==> src/rtl/fetch_decode_stage_pkg.sv <==
// Shared RV32I pipeline definitions: widths, NOP encoding, opcode constants
// and a PC alignment helper used by fetch, hazard and decode logic.
package fetch_decode_stage_pkg;

    localparam int unsigned XLEN   = 32;
    localparam int unsigned OPC_W  = 7;

    localparam logic [XLEN-1:0] NOP_INSTR = 32'h0000_0013;
    localparam logic [XLEN-1:0] PC_STEP   = 32'd4;

    localparam logic [OPC_W-1:0] OPC_LOAD   = 7'b0000011;
    localparam logic [OPC_W-1:0] OPC_JAL    = 7'b1101111;
    localparam logic [OPC_W-1:0] OPC_JALR   = 7'b1100111;
    localparam logic [OPC_W-1:0] OPC_BRANCH = 7'b1100011;

    // Instruction fetch is word-granular; drop the byte offset of a target.
    function automatic logic [XLEN-1:0] word_align(input logic [XLEN-1:0] addr);
        return addr & ~XLEN'(3);
    endfunction

endpackage

==> src/rtl/fetch_decode_stage_pc_reg.sv <==
// Program counter register with reset value and hold enable; the next-PC
// value is selected by the fetch stage and presented on load_pc.
module fetch_decode_stage_pc_reg
    import fetch_decode_stage_pkg::XLEN;
#(
    parameter logic [XLEN-1:0] RESET_PC = 32'h0000_0000
) (
    input  logic            clk,
    input  logic            rst,
    input  logic            hold_en,
    input  logic [XLEN-1:0] load_pc,
    output logic [XLEN-1:0] pc_q
);

    logic [XLEN-1:0] pc_d;

    always_comb begin
        pc_d = load_pc;
        if (hold_en) begin
            pc_d = pc_q;
        end
    end

    always_ff @(posedge clk) begin
        if (rst) begin
            pc_q <= RESET_PC;
        end else begin
            pc_q <= pc_d;
        end
    end

endmodule

==> src/rtl/fetch_decode_stage.sv <==
// Instruction fetch and IF/DE pipeline register: owns the PC, drives the
// synchronous instruction memory and applies load-use stalls and EX redirects.
module fetch_decode_stage
    import fetch_decode_stage_pkg::XLEN;
    import fetch_decode_stage_pkg::PC_STEP;
    import fetch_decode_stage_pkg::word_align;
#(
    parameter logic [XLEN-1:0] RESET_PC  = 32'h0000_0000,
    parameter logic [XLEN-1:0] NOP_INSTR = fetch_decode_stage_pkg::NOP_INSTR
) (
    input  logic            CLK,
    input  logic            RST,
    input  logic            load_use_haz,
    input  logic            redirect,
    input  logic [XLEN-1:0] redirect_pc,
    output logic [XLEN-1:0] imem_addr,
    output logic            imem_rden,
    input  logic [XLEN-1:0] imem_data,
    output logic [XLEN-1:0] de_pc,
    output logic [XLEN-1:0] de_pc4,
    output logic [XLEN-1:0] de_ir,
    output logic            de_valid,
    output logic            de_ex_bubble,
    output logic [XLEN-1:0] fetch_cnt,
    output logic [XLEN-1:0] stall_cnt,
    output logic [XLEN-1:0] flush_cnt
);

    logic [XLEN-1:0] pc_q;
    logic [XLEN-1:0] pc_load;
    logic            pc_hold;
    logic            stall;
    logic            accept;

    logic [XLEN-1:0] de_pc_d,     de_pc_q;
    logic [XLEN-1:0] de_pc4_d,    de_pc4_q;
    logic            de_valid_d,  de_valid_q;
    logic [XLEN-1:0] fetch_cnt_d, fetch_cnt_q;
    logic [XLEN-1:0] stall_cnt_d, stall_cnt_q;
    logic [XLEN-1:0] flush_cnt_d, flush_cnt_q;

    fetch_decode_stage_pc_reg #(
        .RESET_PC (RESET_PC)
    ) u_pc_reg (
        .clk     (CLK),
        .rst     (RST),
        .hold_en (pc_hold),
        .load_pc (pc_load),
        .pc_q    (pc_q)
    );

    // Next-PC selection; a redirect overrides a simultaneous stall.
    always_comb begin
        stall   = load_use_haz && !redirect;
        accept  = !load_use_haz && !redirect;
        pc_hold = stall;
        pc_load = pc_q + PC_STEP;
        if (redirect) begin
            pc_load = word_align(redirect_pc);
        end
    end

    // IF/DE slot update and event counters.
    always_comb begin
        de_pc_d     = de_pc_q;
        de_valid_d  = de_valid_q;
        fetch_cnt_d = fetch_cnt_q;
        stall_cnt_d = stall_cnt_q;
        flush_cnt_d = flush_cnt_q;
        if (redirect) begin
            de_pc_d     = pc_q;
            de_valid_d  = 1'b0;
            flush_cnt_d = flush_cnt_q + XLEN'(1);
        end else if (load_use_haz) begin
            stall_cnt_d = stall_cnt_q + XLEN'(1);
        end else begin
            de_pc_d     = pc_q;
            de_valid_d  = 1'b1;
        end
        if (accept) begin
            fetch_cnt_d = fetch_cnt_q + XLEN'(1);
        end
        de_pc4_d = de_pc_d + PC_STEP;
    end

    always_ff @(posedge CLK) begin
        if (RST) begin
            de_pc_q     <= RESET_PC;
            de_pc4_q    <= RESET_PC + PC_STEP;
            de_valid_q  <= 1'b0;
            fetch_cnt_q <= '0;
            stall_cnt_q <= '0;
            flush_cnt_q <= '0;
        end else begin
            de_pc_q     <= de_pc_d;
            de_pc4_q    <= de_pc4_d;
            de_valid_q  <= de_valid_d;
            fetch_cnt_q <= fetch_cnt_d;
            stall_cnt_q <= stall_cnt_d;
            flush_cnt_q <= flush_cnt_d;
        end
    end

    // Memory output freezes while rden is low, so de_ir needs no local copy.
    assign imem_addr    = pc_q;
    assign imem_rden    = !load_use_haz || redirect;
    assign de_ir        = de_valid_q ? imem_data : NOP_INSTR;
    assign de_ex_bubble = load_use_haz || redirect || !de_valid_q;

    assign de_pc     = de_pc_q;
    assign de_pc4    = de_pc4_q;
    assign de_valid  = de_valid_q;
    assign fetch_cnt = fetch_cnt_q;
    assign stall_cnt = stall_cnt_q;
    assign flush_cnt = flush_cnt_q;

endmodule

==> config.mk <==
export PLATFORM = sky130hd
export DESIGN_NAME = fetch_decode_stage
export DESIGN_NICKNAME = d
export VERILOG_FILES = /design/src/rtl/fetch_decode_stage_pkg.sv /design/src/rtl/fetch_decode_stage_pc_reg.sv /design/src/rtl/fetch_decode_stage.sv
export SDC_FILE = /design/constraint.sdc
export NUM_CORES = 1
export LEC_CHECK = 0
export ABC_AREA = 1
export BUFFER_PORTS_ARGS = -buffer_cell sky130_fd_sc_hd__buf_2
export CAP_MARGIN = 20
export CORE_AREA = 2 2 143 145
export CTS_BUF_LIST = sky130_fd_sc_hd__clkbuf_16
export DETAILED_ROUTE_END_ITERATION = 8
export DIE_AREA = 0 0 145 147
export GPL_TIMING_DRIVEN = 0
export PLACE_DENSITY = 0.8
export SYNTH_ARGS = -nofsm -noshare
export SYNTH_HDL_FRONTEND = slang
export SYNTH_SLANG_ARGS = --single-unit
==> constraint.sdc <==
create_clock -name CLK -period 2.15 [get_ports CLK]
set_clock_uncertainty 0.15 [all_clocks]
set_input_delay 0.1075 -clock CLK [delete_from_list [all_inputs] [get_ports CLK]]
set_output_delay 0.1075 -clock CLK [all_outputs]
set_load 0.01 [all_outputs]
# Yosys cells after proc, flatten, opt, wreduce, memory -nomap -nowiden
# Index checks and enable logic that the tools add are counted.
dict set report word_totals {
  romBits 0
  ram_bits 0
  register_bits 193
  latchBits 0
  memories 0
  out_inout_bits 227
}
dict set report classes {
  n_div 0
  magnitude_cmp 0
  multipliers 0
  n_eq_ne 0
  shift 0
  bitwise_logic 1
  addsub 5
  muxes 4
  reduce_logical 10
}
# cell count
set op_table {}
lappend op_table {{32-bit 2-to-1 mux} 4}
lappend op_table {{32-bit by 1-bit adder with 32-bit output, second input constant} 3}
lappend op_table {{32-bit by 3-bit adder with 32-bit output, second input constant} 2}
lappend op_table {{1-bit logical NOT} 3}
lappend op_table {{1-bit logical OR} 3}
lappend op_table {{1-bit logical AND} 2}
lappend op_table {{2-bit AND reduction} 1}
lappend op_table {{2-bit OR reduction} 1}
lappend op_table {{1-bit inverter} 1}

# Logic depth before layout (Yosys ltp)
# Gate-level depths: netlist of run 1.
dict set report depth {
  word_depth 3
  ltp_mapped 14
  depth_no_buf 13
}

# By module
# From an unflattened synthesis of run 1, not the netlist that was laid out.
dict set report unflattened {
  cells_unflattened 1765
  hier_area_um2 10724.0
}
# module instances area_each_um2 cells_each
set modules_own_cells {}
lappend modules_own_cells {fetch_decode_stage 1 9385.3 1562}
lappend modules_own_cells {fetch_decode_stage_pc_reg 1 1338.8 203}

# Worst setup path after synthesis of run 1
# No wires, ideal clock.
dict set report synth_timing {
  kind {register to register}
  startpoint {register stall_cnt_q[4], in the netlist stall_cnt[4]}
  endpoint {register stall_cnt_q[23], in the netlist stall_cnt[23]}
  stages_incl_launch_ff 12
  t_required_ps 1887
  setup_slack_ps 328
  setup_ps 113
  n_path_buf 0
  arrival_ps 1559
  synth_period_minus_slack_ps 1822
  cell_sequence {dfxtp_1 > nand2_1 > nor2_1 > nand2_1 > nor2_2 > nand2_1 > nor2_1 > nand2_1 > nor2_1 > nand2_1 > nand2_1 > nor2_1}
}
dict set report synth_via {
  elab_chain_cells 1
}
# element line_no
set synth_rtl {}
lappend synth_rtl {{start: declaration} fetch_decode_stage.sv:39} ;# logic [XLEN-1:0] stall_cnt_d, stall_cnt_q;
lappend synth_rtl {{start signal: assignment} fetch_decode_stage.sv:99} ;# stall_cnt_q <= stall_cnt_d;
lappend synth_rtl {{32-bit by 1-bit adder with 32-bit output} fetch_decode_stage.sv:75} ;# stall_cnt_d = stall_cnt_q + XLEN'(1);
# No other way between the ends.
# A chain may end at the register's enable or synchronous reset.

# Final worst setup path of run 1
dict set report layout_timing {
  startpoint {input port load_use_haz}
  endpoint {register de_pc4_q[31], in the netlist de_pc4[31]}
}
dict set report layout_via {
  elab_chain_cells 3
}
# element line_no
set layout_rtl {}
lappend layout_rtl {{start: declaration} fetch_decode_stage.sv:13} ;# input logic load_use_haz,
lappend layout_rtl {{32-bit 2-to-1 mux} fetch_decode_stage.sv:74} ;# end else if (load_use_haz) begin
lappend layout_rtl {{32-bit 2-to-1 mux} fetch_decode_stage.sv:70} ;# if (redirect) begin
lappend layout_rtl {{32-bit by 3-bit adder with 32-bit output} fetch_decode_stage.sv:83} ;# de_pc4_d = de_pc_d + PC_STEP;
lappend layout_rtl {{end signal: assignment} fetch_decode_stage.sv:89} ;# de_pc4_q <= RESET_PC + PC_STEP;
lappend layout_rtl {{end signal: assignment} fetch_decode_stage.sv:96} ;# de_pc4_q <= de_pc4_d;
lappend layout_rtl {{end: declaration} fetch_decode_stage.sv:36} ;# logic [XLEN-1:0] de_pc4_d, de_pc4_q;
# No other way between the ends.

==> out/metrics.cfg, run 1 <==
[logic_synthesis]
synth_cell_types=43
syn_inst=1645
ys.flop_type=dfxtp_1
yosysWarningCount=0
yosysSeqAreaShare_pct=36.5
synth_edf_count=0
ys_async_sr_fraction_pct=0
syn_area_um2=10300
synth_seq_cells=188
avgSynthCellArea_um2=6.27

[sta]
finalCriticalPeriod_ns=2.04
rsz0062_at_grt=false
hold_slack_ns=-0.00292
fin_setup_tns_ns=0
maxSlewViolCount=0
tightestPinTransition_ns=0.888
fin_crit_sh_pct=94.7
setup-violations-final=0
max_freq_mhz=491
finalHoldViolations=2
slew_headroom_pct=40.8

[worst_setup_path]
crit_fanout=8
cp.required_ns=2.34
startpoint=load_use_haz
end_kind=register
start_kind=primary input
worst-path-buf-inv=4
crit-reg2reg-launch=u_pc_reg.pc_q[12]
max_stage_delay_ns=0.64
cp_top_family=simple AND/OR/NAND/NOR gates
crit_cells=13
cpMostUsedCell=nand2_1
critPathArrivalTime_ns=2.23
worst_path_max_delay_cell=dlygate4sd3_1
reg2regPathDepth=8
worstPathCellList=buf_4, inv_4, nor2_8, dlygate4sd3_1, nand2_1, nand2_1, nand2_1, nor2_4, nand3_4, nor2_4, nand3_1, nand2_1, inv_1
crit_type=in -> reg

[routing]
drc=0
drtAntennaViolNets=0
vias=12125
drt_iter0_drc=962
wire_per_inst_um=16.5
routed_wl_um=37400
first_pass_iters=5
viasPerCell=5.34

[die]
dieArea_um2=21300
fp-row-count=52
die_y_um=147
initial_core_util_pct=51.9
ios=295
core_um2=19800
die-width_um=145

[global_route]
grt_use_total_pct=33.9
grt_pass1_vias=11149
grt_max_degree=18
grt_overflow=0
grt_pass1_wl_um=57500
grt_antenna_before_repair=1

[power]
p_sw_mw=2.21
p_comb_share_pct=11.6
pwr-share-clk_pct=41.3
power_leakage_nw=6.10
switching_share_pct=28.1
power_density_nw_per_um2=600
seq_power_share_pct=47.1
internal-power_mw=5.65
peakVddDrop_uv=587

[clock_tree]
root_buffer=clkbuf_16
htree_levels=4
numCtsBuffers=17
cts_tree=yes
clock_sinks=188
cts_max_path_buffers=2
clk_latency_ns=0.44
clk_pin_slew_ns=0.07

[layout]
area_growth_pct=27.1
drive_gt1_share_pct=20.3
final_common_cell=nand2_1
final_cell_mix=nand2_1, buf_2, nor2_1
final_core_util_pct=66.0
fin_nets=2061

[job]
cap_violations=0

[worst_hold_path]
hold_depth=4
worstHoldStart=load_use_haz
min_path_type=in -> reg

[status]
status=complete, but fails checks
violations=hold timing

[place]
gp_congestion=0.958
port-buffer-count=289
dp.final_hpwl_um=28500

[layer usage]
metal | vias up | share of wire [%] | global-route usage, %
met2 | 622 | 47 | 57.0
li1 | 5887 | - | -
met4 | 0 | 4.8 | 17.6
met1 | 5498 | 39 | 40.5
met5 | - | 0 | 0
met3 | 118 | 9.1 | 8.17
[path summary, 6_finish.rpt]
path | slack, ns | to
max reg2reg | 0.17 | u_pc_reg.pc_q[23]
min reg2reg | 0.31 | flush_cnt[8]
max | 0.11 | de_pc4[31]
min | -0.003 | de_pc[3]
[repair_timing]
action	CTS	global route
setup endpoints to repair	5	30
resized for setup	4	25
setup buffers	0	2
endpoints found under the hold margin	33	0
pin swaps	0	2
hold buffers	33	0
[kinds of logic (layout without fill, tap and decap cells)]
family | count (synthesis) | in the layout | synth area share, %
flip-flops | 188 | 188 | 36.5
adder cells (fa/ha/maj) | 5 | 5 | 0.607
AO/OA/AOI/OAI | 204 | 204 | 10.4
AND/OR/NAND/NOR | 952 | 952 | 39.8
XOR/XNOR | 23 | 23 | 1.95
buffers and inverters | 272 | 627 | 10.7
other | 1 | 3 | 0.0364
[synthesized netlist by cell type (all sizes together), types with 3 or more instances]
cell    number  area, µm²
nand3       97        508
nor2       268       1130
nand3b      11       82.6
ha           5       62.6
nand2      484       1850
a31oi       11       68.8
or2          5       31.3
o21ai       94        474
xnor2        3       26.3
inv        221        832
buf         24        165
o21a         4       30.0
a211oi       6       45.0
dfxtp      188       3760
xor2        20        175
clkbuf      25       93.8
a21oi       84        420
nand4       30        188
nor3        54        287
[sequential cells by signal, indices dropped and copies added (netlist names)]
signal	count
stall_cnt	32
de_valid	1
de_pc4	30
u_pc_reg.pc_q	30
de_pc	31
flush_cnt	32
fetch_cnt	32
[power by group through the flow]
stage / logic (mW) / clock network (mW) / registers [mW]
2_1_floorplan: 0.429 / 0 / 3.79
3_3_place_gp: 0.837 / 0 / 3.77
3_5_place_dp: 0.847 / 0 / 3.77
4_1_cts: 0.899 / 3.24 / 3.69
5_1_grt: 0.999 / 3.38 / 3.71
6_report: 0.913 / 3.24 / 3.70
[worst register-to-register path: cells and delay by family, from the launching register on]
kind / cells / cell delay, ns
AOI/OAI and AO/OA: 1 / 0.16
DFF: 1 / 0.51
and+or+nand+nor: 7 / 1.08
[metrics by stage]
stage / worst slack, ns / cell area [µm²] / total power, mW / cells
6_report: 0.113 / 13100 / 7.86 / 2272
3_5_place_dp: -0.177 / 12100 / 4.62 / 2205
5_1_grt: 0.00227 / 13100 / 8.09 / 2271
2_1_floorplan: 0.328 / 10300 / 4.22 / 1646
3_3_place_gp: -0.219 / 12100 / 4.61 / 2205
4_1_cts: 0.00708 / 13000 / 7.83 / 2270
[layout make-up]
type / count / area, µm²
fillers: 1831 / 6740
multi-input cells: 1186 / 5520
flip-flops and latches: 188 / 3780
repair buffers: 323 / 1780
inverters: 223 / 840
clock buffers: 17 / 425
well taps: 270 / 338
plain buffers: 49 / 259
clock inverters: 15 / 161
diodes: 1 / 2.50
No activity file was read; power rests on OpenSTA's default activity.
==> inputs of run 2 (changes only) <==
--- a/config.mk
+++ b/config.mk
@@ -8,12 +8,12 @@
 export ABC_AREA = 1
 export BUFFER_PORTS_ARGS = -buffer_cell sky130_fd_sc_hd__buf_2
 export CAP_MARGIN = 20
-export CORE_AREA = 2 2 143 145
+export CORE_AREA = 2 2 144 146
 export CTS_BUF_LIST = sky130_fd_sc_hd__clkbuf_16
 export DETAILED_ROUTE_END_ITERATION = 8
-export DIE_AREA = 0 0 145 147
+export DIE_AREA = 0 0 146 148
 export GPL_TIMING_DRIVEN = 0
-export PLACE_DENSITY = 0.8
+export PLACE_DENSITY = 0.79
 export SYNTH_ARGS = -nofsm -noshare
 export SYNTH_HDL_FRONTEND = slang
 export SYNTH_SLANG_ARGS = --single-unit
==> constraint.sdc (replaced) <==
create_clock -name CLK -period 1.9 [get_ports CLK]
set_clock_uncertainty 0.15 [all_clocks]
set_input_delay 0.095 -clock CLK [delete_from_list [all_inputs] [get_ports CLK]]
set_output_delay 0.095 -clock CLK [all_outputs]
set_load 0.01 [all_outputs]
==> out/metrics.cfg, run 2 (synthesis gave the netlist of run 1 again) <==
[worst_setup_path]
critPathArrivalTime_ns=2.05  ; was 2.23 ns
cp.required_ns=2.08  ; was 2.34 ns
crit_type=reg -> reg  ; was in -> reg
end_kind=register  ; unchanged
cp-endpoint=de_pc4[28]  ; was de_pc4[31]
timing.rr.end=de_pc4[28]  ; was u_pc_reg.pc_q[23]
reg2regPathDepth=10  ; was 8
r2r_slack_ns=0.03  ; was 0.17 ns
startpoint=u_pc_reg.pc_q[2]  ; was load_use_haz
start_kind=register  ; was primary input
crit-reg2reg-launch=u_pc_reg.pc_q[2]  ; was u_pc_reg.pc_q[12]
crit_fanout=5  ; was 8

[power]
pwr-share-clk_pct=39.8  ; was 41.3%
power_leakage_nw=6.20  ; was 6.10 nW
power_density_nw_per_um2=647  ; was 600 nW/µm²
peakVddDrop_uv=570  ; was 587 µV
internal-power_mw=6.17  ; was 5.65 mW
switching_share_pct=29.3  ; was 28.1%
p_sw_mw=2.56  ; was 2.21 mW
p_comb_share_pct=12.2  ; was 11.6%
seq_power_share_pct=48.0  ; was 47.1%

[layout]
fin_cells=2290  ; was 2,272
multi_input_area_um2=5750  ; was 5520 µm²
area_growth_pct=30.8  ; was 27.1%
final_cell_mix=nand2_1, buf_2, nor2_1  ; unchanged
fin_nets=2078  ; was 2,061
final_core_util_pct=67.3  ; was 66.0%
seqCellArea_um2=3820  ; was 3780 µm²
drive_gt1_share_pct=24.3  ; was 20.3%
n_fill_cell=1807  ; was 1,831
final_common_cell=nand2_1  ; unchanged

[die]
ios=295  ; unchanged
fp-row-count=52  ; unchanged
dieArea_um2=21600  ; was 21,300 µm²
core_um2=20000  ; was 19,800 µm²
die_y_um=148  ; was 147 µm
die-width_um=146  ; was 145 µm
initial_core_util_pct=51.4  ; was 51.9%

[worst_hold_path]
min_path_type=in -> reg  ; unchanged

[sta]
tightestPinTransition_ns=0.934  ; was 0.888 ns
max_freq_mhz=536
hold_slack_ns=-0.0125  ; was -0.00292 ns
finalCriticalPeriod_ns=1.87
finalHoldViolations=1  ; was 2
setup-violations-final=0  ; unchanged
rsz0062_at_grt=true  ; was false
layout_setup_ws_ns=0.0331  ; was 0.113 ns
fin_crit_sh_pct=98.3
maxSlewViolCount=0  ; unchanged
slew_headroom_pct=37.7  ; was 40.8%

[clock_tree]
clk_pin_slew_ns=0.08  ; was 0.07 ns
htree_levels=4  ; unchanged
numCtsBuffers=17  ; unchanged
clk_latency_ns=0.45  ; was 0.44 ns
root_buffer=clkbuf_16  ; unchanged
clock_sinks=188  ; unchanged
cts_tree=yes  ; unchanged
cts_max_path_buffers=2  ; unchanged

[place]
gp_congestion=0.978  ; was 0.958
dp_cells=2205  ; unchanged
place_ws_ns=-0.514  ; was -0.177 ns
port-buffer-count=289  ; unchanged
dp.final_hpwl_um=28400  ; was 28,500 µm

[routing]
wire_per_inst_um=16.4  ; was 16.5 µm
met3_length_um=3200  ; was 3390 µm
drt_iter0_drc=822  ; was 962
drtAntennaViolNets=0  ; unchanged
viasPerCell=5.29  ; was 5.34
vias=12109  ; was 12,125
top_layer=met4  ; unchanged
met2_length_um=17700  ; was 17,600 µm
first_pass_iters=6  ; was 5
drc=0  ; unchanged
wl_met1_um=15100  ; was 14,600 µm
routed_wl_um=37500  ; was 37,400 µm

[global_route]
grt_pass1_wl_um=56700  ; was 57,500 µm
grt_antenna_before_repair=1  ; unchanged
grt_max_degree=19  ; was 18
grt_overflow=0  ; unchanged
grt_use_total_pct=33.1  ; was 33.9%
grt_pass1_vias=10982  ; was 11,149

[job]
cap_violations=0  ; unchanged

[status]
violations=hold timing  ; unchanged
status=complete, but fails checks  ; unchanged

==> run 2: layout make-up <==
class                   count  share of cell area [%]
plain buffers              49                    1.94
multi-input cells        1186                    42.6
well taps                 270                    2.51
clock buffers              17                    3.15
flip-flops and latches    188                    28.3
diodes                      2                  0.0371
clock inverters            15                   0.937
repair buffers            340                    14.3
inverters                 223                    6.24
==> run 2: how the worst min path moves through the flow <==
| stage | cells past startpoint | start | slack, ns | end |
|---|---|---|---|---|
| 2_1_floorplan | 2 | redirect_pc[2] | 0.09 | u_pc_reg.pc_q[2] |
| 3_3_place_gp | 3 | redirect_pc[2] | 0.20 | u_pc_reg.pc_q[2] |
| 3_5_place_dp | 3 | redirect_pc[2] | 0.21 | u_pc_reg.pc_q[2] |
| 4_1_cts | 6 | load_use_haz | 0.02 | fetch_cnt[9] |
| 5_1_grt | 4 | redirect | 0.01 | stall_cnt[3] |
| 6_report | 4 | redirect | -0.01 | stall_cnt[3] |
==> run 2: metal layers <==
metal  vias up  GRT usage (%)
met5         -              0
met4         0           15.4
met3        92           7.01
met2       598           56.1
met1      5509           40.4
li1       5910              -
==> run 2: per-stage QoR <==
step                      area, µm²  setup TNS [ns]  hold slack (ns)  total power [mW]
after floorplan               10300               0           0.0940              4.77
after global placement        12100          -15.06            0.202              5.21
after detailed placement      12100          -15.42            0.209              5.22
after CTS                     13100               0           0.0244              8.69
after global routing          13500          -0.134          0.00968              9.00
final                         13500               0          -0.0125              8.73
==> run 2: timing repair <==
item | in CTS | in global routing
pin swaps | 2 | 21
gates cloned | 0 | 0
gates resized for setup | 31 | 98
hold buffers | 36 | 0
setup buffers | 1 | 14
hold endpoints to repair | 34 | 0
endpoints found under the setup margin | 44 | 72
==> run 2: power by group through the flow <==
stage	Sequential, mW	Combinational, mW	Clock, mW
finish	4.19	1.06	3.47
global route	4.20	1.16	3.64
CTS	4.18	1.02	3.49
detailed placement	4.27	0.957	0
floorplan	4.29	0.486	0
global placement	4.27	0.944	0
==> run 2: worst max-delay path: stages, from the launching register on <==
cell     delay, ns
dfxtp_4       0.37
nand2_1       0.09
nand2_2       0.09
ha_2          0.19
nand2_2       0.09
nor2_4        0.20
nand2_4       0.10
nor2_4        0.22
nand3_2       0.10
nand2_1       0.07
o21ai_1       0.08
